## config.mk

```make
export PLATFORM = sky130hd
export DESIGN_NAME = arbitro_leitura_grafo
export DESIGN_NICKNAME = d
export VERILOG_FILES = /design/src/rtl/arbitro_pkg.sv /design/src/rtl/arbitro_leitura_grafo_seletor.sv /design/src/rtl/arbitro_leitura_grafo.sv
export SDC_FILE = /design/constraint.sdc
export NUM_CORES = 1
export LEC_CHECK = 0
export CORE_MARGIN = 3
export CORE_UTILIZATION = 40
export DETAILED_ROUTE_END_ITERATION = 8
export GPL_TIMING_DRIVEN = 0
export PLACE_DENSITY = 0.82
export SLEW_MARGIN = 20
export SYNTH_ARGS = -nofsm -noshare
export SYNTH_HDL_FRONTEND = slang
export SYNTH_SLANG_ARGS = --single-unit
```

## constraint.sdc

```tcl
create_clock -name clk -period 10.7 [get_ports clk]
set_input_delay 2.14 -clock clk [delete_from_list [all_inputs] [get_ports clk]]
set_output_delay 2.14 -clock clk [all_outputs]
set_load 0.02 [all_outputs]
```

## src/rtl/arbitro_pkg.sv

```systemverilog
// Shared types and helpers for the graph-memory read arbiters.
package arbitro_pkg;

  // Tag width covers the widest supported requester count.
  localparam int MAX_REQ = 8;
  localparam int TAG_W   = $clog2(MAX_REQ);

  typedef enum logic {
    ST_LIVRE   = 1'b0,
    ST_TRAVADO = 1'b1
  } estado_t;

  function automatic logic [TAG_W-1:0] onehot_para_indice(
    input logic [MAX_REQ-1:0] oh
  );
    logic [TAG_W-1:0] r;
    r = '0;
    for (int i = 0; i < MAX_REQ; i++)
      if (oh[i]) r = r | TAG_W'(i);
    return r;
  endfunction

endpackage

```

## src/rtl/arbitro_leitura_grafo_seletor.sv

```systemverilog
// Combinational round-robin pick: first unmasked request at or after ptr.
module seletor_round_robin
  import arbitro_pkg::*;
#(
  parameter int N = 4
) (
  input  logic [N-1:0]     req,
  input  logic [TAG_W-1:0] ptr,
  input  logic [N-1:0]     mask,
  output logic [N-1:0]     grant,
  output logic [TAG_W-1:0] idx
);

  logic [N-1:0]       ativo;
  logic [N-1:0]       rot;
  logic [MAX_REQ-1:0] grant_ext;
  logic               achou;
  int                 off;
  int                 alvo;

  always_comb begin
    ativo = req & ~mask;
    rot   = N'({ativo, ativo} >> ptr);
    achou = 1'b0;
    off   = 0;
    for (int i = 0; i < N; i++) begin
      if (!achou && rot[i]) begin
        achou = 1'b1;
        off   = i;
      end
    end
    alvo = int'(ptr) + off;
    if (alvo >= N) alvo = alvo - N;
    grant     = achou ? (N'(1) << alvo) : '0;
    grant_ext = MAX_REQ'(grant);
    idx       = onehot_para_indice(grant_ext);
  end

endmodule

```

## src/rtl/arbitro_leitura_grafo.sv

```systemverilog
// Round-robin arbiter with locked bursts sharing one graph-memory read port.
module arbitro_leitura_grafo
  import arbitro_pkg::*;
#(
  parameter int NUM_REQ    = 4,
  parameter int ADDR_WIDTH = 8,
  parameter int DATA_WIDTH = 48,
  parameter int RD_LATENCY = 1,
  parameter int MAX_LOCK   = 8
) (
  input  logic                          clk,
  input  logic                          rst,
  input  logic [NUM_REQ-1:0]            req_valid_in,
  input  logic [NUM_REQ*ADDR_WIDTH-1:0] req_addr_in,
  input  logic [NUM_REQ-1:0]            req_lock_in,
  output logic [NUM_REQ-1:0]            req_ready_out,
  output logic [NUM_REQ-1:0]            rsp_valid_out,
  output logic [DATA_WIDTH-1:0]         rsp_data_out,
  output logic                          mem_rd_enable_out,
  output logic [ADDR_WIDTH-1:0]         mem_rd_addr_out,
  input  logic [DATA_WIDTH-1:0]         mem_rd_data_in,
  output logic                          arb_ocioso_out
);

  localparam int CW = $clog2(MAX_LOCK + 1);

  estado_t          state, state_nxt;
  logic [TAG_W-1:0] rr_ptr;
  logic [TAG_W-1:0] owner, owner_nxt;
  logic [CW-1:0]    lock_cnt, cnt_nxt;

  logic [NUM_REQ-1:0] owner_oh;
  logic [NUM_REQ-1:0] mask;
  logic [NUM_REQ-1:0] grant;
  logic [NUM_REQ-1:0] ready;
  logic [TAG_W-1:0]   sel_idx;
  logic [TAG_W-1:0]   win_idx;
  logic               lock_owner;
  logic               timeout;
  logic               fixo;
  logic               outros;
  logic               accept;
  logic               lock_win;

  logic [ADDR_WIDTH-1:0] addr_sel;
  logic [RD_LATENCY:0]   tag_v;
  logic [TAG_W-1:0]      tag_i [RD_LATENCY+1];

  assign owner_oh   = NUM_REQ'(1) << owner;
  assign lock_owner = |(req_lock_in & owner_oh);
  assign timeout    = (state == ST_TRAVADO) &&
                      (lock_cnt == CW'(MAX_LOCK));
  // Owner keeps exclusive access until it drops lock or hits the bound.
  assign fixo       = (state == ST_TRAVADO) && lock_owner && !timeout;
  assign outros     = |(req_valid_in & ~owner_oh);
  assign mask       = (timeout && outros) ? owner_oh : '0;

  seletor_round_robin #(
    .N (NUM_REQ)
  ) u_sel (
    .req   (req_valid_in),
    .ptr   (rr_ptr),
    .mask  (mask),
    .grant (grant),
    .idx   (sel_idx)
  );

  always_ff @(posedge clk) begin
    if (rst) begin
      state    <= ST_LIVRE;
      owner    <= '0;
      lock_cnt <= '0;
      rr_ptr   <= '0;
    end else begin
      state    <= state_nxt;
      owner    <= owner_nxt;
      lock_cnt <= cnt_nxt;
      if (accept)
        rr_ptr <= (win_idx == TAG_W'(NUM_REQ - 1)) ?
                  '0 : win_idx + TAG_W'(1);
    end
  end

  always_comb begin
    state_nxt = state;
    owner_nxt = owner;
    cnt_nxt   = lock_cnt;
    if (fixo) begin
      if (accept) cnt_nxt = lock_cnt + CW'(1);
    end else if (accept && lock_win) begin
      state_nxt = ST_TRAVADO;
      owner_nxt = sel_idx;
      cnt_nxt   = CW'(1);
    end else if (accept || state == ST_TRAVADO) begin
      state_nxt = ST_LIVRE;
      cnt_nxt   = '0;
    end
  end

  always_comb begin
    ready    = fixo ? (req_valid_in & owner_oh) : grant;
    win_idx  = fixo ? owner : sel_idx;
    accept   = |ready;
    lock_win = |(req_lock_in & ready);
    addr_sel = '0;
    for (int i = 0; i < NUM_REQ; i++)
      if (ready[i])
        addr_sel = req_addr_in[i*ADDR_WIDTH +: ADDR_WIDTH];
  end

  assign req_ready_out = ready;

  always_ff @(posedge clk) begin
    if (rst) begin
      mem_rd_enable_out <= 1'b0;
      mem_rd_addr_out   <= '0;
      tag_v             <= '0;
      for (int k = 0; k <= RD_LATENCY; k++)
        tag_i[k] <= '0;
      rsp_valid_out     <= '0;
      rsp_data_out      <= '0;
    end else begin
      mem_rd_enable_out <= accept;
      if (accept) mem_rd_addr_out <= addr_sel;
      tag_v    <= {tag_v[RD_LATENCY-1:0], accept};
      tag_i[0] <= win_idx;
      for (int k = 1; k <= RD_LATENCY; k++)
        tag_i[k] <= tag_i[k-1];
      rsp_valid_out <= tag_v[RD_LATENCY] ?
                       (NUM_REQ'(1) << tag_i[RD_LATENCY]) : '0;
      if (tag_v[RD_LATENCY]) rsp_data_out <= mem_rd_data_in;
    end
  end

  assign arb_ocioso_out = (state == ST_LIVRE) &&
                          !(|req_valid_in) && !(|tag_v);

endmodule

```

# Word-level counts from Yosys, hierarchy flattened
# Memory sizes are Yosys's and may differ from the RTL's.
# Index checks and enable logic that the tools add are counted.
# Widths: inputs -> output; s select.
# word_totals
input_bits	90
memories	1
out_inout_bits	66
reg_bits	74
ramBits	6
# op_classes
reduce_logical	29
muxes	31
shift	4
bitwise_logic	12
order_cmp	1
add_sub_neg	4
n_eq_ne	3
# memory_table
memory	words	width	read_ports	rd_ports_with_merged_regs	wr	line_no	rtl
tag_i	2	3	2	0	2	arbitro_leitura_grafo.sv:47	logic [TAG_W-1:0] tag_i [RD_LATENCY+1];
# op_table
op	n
$mux 32	3
$add 4x32->32	1
$ge 32x4->1 const B	1
$mux 8	4
$shl 1x32->4 const A	1
$sub 32x4->32 const B	1
$mux 4	7
$and 4x4->4	5
$reduce_or 4->1	5
$mux 3	4
$mux 1	11
$logic_and 1x1->1	10
$not 4->4	2
$shl 1x3->4 const A	2
$shr 8x3->4	1
$logic_not 1->1	6
$reduce_and 2->1	3
$add 4x1->4 const B	1
$eq 4x4->1 const B	1
$mux 2	2
$reduce_or 2->1	2
$add 3x1->3 const B	1
$eq 3x2->1 const B	1
$not 1->1	3
other kinds (5)	6

# Longest topological paths before layout
# depth
depth_word	30
mapped_depth	17

# By module
# A second synthesis with hierarchy kept.
# unflattened
hier_cells	393
area_unflattened_um2	3743.6
# by_module_without_submodules
module	cells_per_inst	instances	area_per_inst_um2
arbitro_leitura_grafo	344	1	3350.7
seletor_round_robin	49	1	392.9

# Least setup slack after synthesis
# OpenSTA, ideal clock, no wires.
# synth_timing
kind	input-to-output
from	input port req_valid_in[1]
to	output port req_ready_out[3]
cell_stages	13
arrival_time_ps	4897
setup_slack_ps	3663
path_buffers	2
path_cell_list	clkbuf_1 mux2_2 o41a_1 or4_1 a32oi_1 a21o_1 ha_1 inv_1 fa_1 clkbuf_1 nor2b_1 nand2_1 o22ai_2
# synth_via
elab_chain_cells	23
# synth_rtl
item	line_no	rtl
from (decl)	arbitro_leitura_grafo.sv:13	input logic [NUM_REQ-1:0] req_valid_in,
$and 4x4->4	arbitro_leitura_grafo.sv:55	assign outros = |(req_valid_in & ~owner_oh);
$reduce_or 4->1	arbitro_leitura_grafo.sv:55	
$logic_and 1x1->1	arbitro_leitura_grafo.sv:56	assign mask = (timeout && outros) ? owner_oh : '0;
$mux 4	arbitro_leitura_grafo.sv:56	
$not 4->4	arbitro_leitura_grafo_seletor.sv:22	ativo = req & ~mask;
$and 4x4->4 (*)	arbitro_leitura_grafo_seletor.sv:22	
$shr 8x3->4 (*)	arbitro_leitura_grafo_seletor.sv:23	rot = N'({ativo, ativo} >> ptr);
$mux 1	arbitro_leitura_grafo_seletor.sv:27	if (!achou && rot[i]) begin
(+7 left out)	-	
$logic_and 1x1->1	arbitro_leitura_grafo_seletor.sv:27	
$mux 32	arbitro_leitura_grafo_seletor.sv:27	
$add 4x32->32	arbitro_leitura_grafo_seletor.sv:32	alvo = int'(ptr) + off;
$sub 32x4->32 / $ge 32x4->1 (equally long branches)	arbitro_leitura_grafo_seletor.sv:33	if (alvo >= N) alvo = alvo - N;
$mux 32	arbitro_leitura_grafo_seletor.sv:33	
$shl 1x32->4	arbitro_leitura_grafo_seletor.sv:34	grant = achou ? (N'(1) << alvo) : '0;
$mux 4 (*)	arbitro_leitura_grafo_seletor.sv:34	
$mux 4 (*)	arbitro_leitura_grafo.sv:101	ready = fixo ? (req_valid_in & owner_oh) : grant;
to (decl)	arbitro_leitura_grafo.sv:16	output logic [NUM_REQ-1:0] req_ready_out,
# Mark *: on every way between the ends. The rest lies on a longest branch, timed or not.

# Worst setup path after layout
# Ends and elaborated chain as after synthesis.

==> impl_metrics.yaml <==
hold_path:
  holdPathEnd: "tag_i[0][4]"
  whs_path_depth: 1
  min_from: "tag_i[0][1]"
  hp-class: "flop to flop"
yosys:
  avgSynthCellArea_sq_um: 9.80
  yosysWarnings: 0
  synthCells: 338
  synthFlopType: "dfxtp_1"
  synth_area_sq_mm: 0.00331
  synth_nets: 433
  yosysTopAreaCellShare_pct: 45.3
  ys_seq_area_share_pct: 45.3
  yosys.area.top_type: "dfxtp_1"
  ys_async_sr_fraction_pct: 0
  synth-seq-cells: 75
  synth.area.top_cells: "dfxtp_1 45%, mux2i_1 16%, nor2_1 6.7%"
  synth-edff-count: 0
  ys_types: 51
global_route:
  grt-ovfl-total: 0
  grt_pass1_wl_mm: 15.6
  antenna_found_initial: 0
  grt_max_degree: 14
  track_usage_pct: 19.9
  grt_pass1_vias: 3279
final_layout:
  n_antenna_cell: 0
  layout-drive-gt1-share_pct: 6.73
  syn_to_final_growth_pct: 55.5
  nFillCells: 640
  multi_input_area_sq_mm: 0.00167
  nets: 596
  layout.cells.non_filler: 607
  ff_latch_area_sq_mm: 0.00150
placed_design:
  port_buffers: 152
  dp_cells: 592
  dp_hpwl_mm: 7.36
  dp_slack_ns: 2.26
  routabilityCongestion: 0.833
sta:
  hold_viol: 0
  skew_ns: 0.00838
  tns_ns: 0
  rsz0062_at_grt: "false"
  fmax_mhz: 118
  finalCriticalPeriod_ns: 8.49
  slew_viol_final: 0
  period_share_pct: 79.4
  tightestPinTransition_ns: 0.855
  fin_ws_ns: 2.21
  final-setup-viol-count: 0
  slew_headroom_pct: 42.2
clock_tree:
  clk_pin_slew_ns: 0.07
  insertion_delay_ns: 0.33
  cts_tree: "done"
  cts_setup_buffers: 0
  cts_hold_buf: 0
  numCtsBuffers: 9
  clock_path_buffers: 2
  cts_root_buf: "clkbuf_8"
  ctsResizeCount: 0
  cts.sinks: 75
  h-tree-depth: 3
pwr:
  pwr_density_cell_mw_per_mm2: 192
  power.leakage_uw: 0.00193
  totalPowerFinal_uw: 990
  max-vdd-ir-drop_v: 0.000157
die:
  core-area_sq_mm: 0.00789
  start_util_pct: 42.0
  die_h_microns: 97.0
  die_x_microns: 97.0
  dieArea_sq_mm: 0.00941
  fp-row-count: 32
  io_pins: 156
route:
  post-route-drc-count: 0
  drt-met1-wl_mm: 3.85
  wirelength_mm: 9.42
  wl_met2_mm: 4.50
  antenna_left: 0
  highest_layer: "met4"
  vias_per_cell: 5.30
  dr.pass1.iters: 5
  via_count: 3216
  dr_wl_met3_microns: 861
  wl_per_cell_microns: 15.5
  dr.first_iter.drc_count: 215
worst_setup_path:
  r2r_end: "rr_ptr[0]"
  crit_path_cell_trace: "clkdlybuf4s50_1 -> clkbuf_1 -> mux2_2 -> o41a_1 -> or4_1 -> a32oi_1 -> a21o_1 -> ha_1 -> inv_1 -> fa_1 -> clkbuf_1 -> nor2b_1 -> nand2_1 -> o22ai_2 -> clkdlybuf4s50_1"
  end_kind: "output pin"
  critical_path_class: "input port to output pin"
  r2r_setup_slack_ns: 6.45
  worstSetupPathDepth: 15
  crit_fanout: 10
  r2r_start: "lock_cnt[0]"
  crit_slowest_cell: "clkdlybuf4s50_1"
  cp.arrival_ns: 6.35
  crit_family: "buffers and inverters"
  critPathMaxStageDelay_ns: 0.71
  cp-start-kind: "input port"
  crit_required_ns: 8.56
  reg2reg_depth: 17
  crit_buf_inv: 5
run_status:
  status: "finished clean"
flow_run:
  maxCapViolCount: 0
[layer usage]
layer  GRT usage, %  up-vias
met4           6.80        0
li1               -     1556
met3           5.70       21
met1           23.3     1456
met5              0        -
met2           34.8      183
[report_power, final]
part | internal [uW] | total (uW) | switching [uW]
logic | 213 | 442 | 228
registers | 318 | 340 | 21.9
clock network | 107 | 209 | 102
[flip-flops by register name (all words and copies together), names as in the netlist, 2 cells and up]
register / flops
rsp_data_out: 48
rr_ptr: 2
lock_cnt: 4
tag_v: 2
tag_i: 4
mem_rd_addr_out: 8
owner: 2
rsp_valid_out: 4
[cells by family after synthesis]
logic type | Yosys count | synth area share (%)
compound gates | 60 | 14.1
fa+ha+maj | 5 | 2.11
buf+inv | 31 | 4.23
flops | 75 | 45.3
mux | 58 | 18.5
simple gates | 109 | 15.7
[metrics by stage]
stage                     utilization [%]  cell area [sq um]  hold slack (ns)
after floorplan                         -               3310            0.414
after global placement               62.9               4960            0.422
after detailed placement             62.9               4960            0.425
after CTS                            65.3               5150            0.439
after global routing                 65.3               5150            0.456
final                                65.3               5150            0.434
[synthesized netlist by cell type, drive strengths merged, types with 2 or more instances]
cell / n
o41a: 3
a31oi: 2
or4: 2
and2: 2
buf: 10
and3: 4
mux4: 2
inv: 7
a222oi: 8
o22ai: 3
nor2: 59
mux2i: 53
clkbuf: 14
nor3: 6
dfxtp: 75
nand4: 3
a22oi: 8
nand3: 4
o211ai: 2
a2111oi: 2
o21ai: 5
a32oi: 2
a21oi: 12
nand3b: 3
mux2: 3
nand2: 10
o41ai: 2
nor4: 3
o31ai: 3
nor2b: 7
ha: 4
o31a: 2
[cell usage in the layout, fill, tap and decap left out, types with 3 or more instances in the layout]
| cell | count |
|---|---|
| mux2i_1 | 53 |
| nor4_1 | 3 |
| a21oi_1 | 12 |
| clkdlybuf4s50_1 | 152 |
| nand3b_1 | 3 |
| nand2_1 | 10 |
| inv_1 | 7 |
| buf_2 | 4 |
| o22ai_2 | 3 |
| and3_1 | 4 |
| nor3_1 | 6 |
| o21ai_0 | 5 |
| a222oi_1 | 8 |
| clkbuf_8 | 9 |
| ha_1 | 4 |
| a22oi_1 | 8 |
| dfxtp_1 | 75 |
| o41a_1 | 3 |
| nand4_1 | 3 |
| nand3_1 | 4 |
| nor2_1 | 59 |
| clkbuf_1 | 14 |
| nor2b_1 | 7 |
| o31ai_1 | 3 |
| buf_1 | 3 |
[final cells by class]
cell class                 instances  area share [%]
timing repair buffer             152            29.5
inverter                           7           0.510
clock inverter                     6            1.26
tap                              102            2.48
clock buffer                       9            2.40
multi-input combinational        232            32.5
buffer                            24            2.21
sequential                        75            29.1
[worst max-delay path by stage]
stage	slack [ns]	startpoint	endpoint
3_3_place_gp	2.34	req_valid_in[1]	req_ready_out[1]
6_report	2.21	req_valid_in[1]	req_ready_out[3]
5_1_grt	1.95	req_valid_in[1]	req_ready_out[1]
4_1_cts	2.24	req_valid_in[1]	req_ready_out[3]
3_5_place_dp	2.26	req_valid_in[1]	req_ready_out[3]
2_1_floorplan	3.66	req_valid_in[1]	req_ready_out[3]
Power figures use the tool's default switching activity.
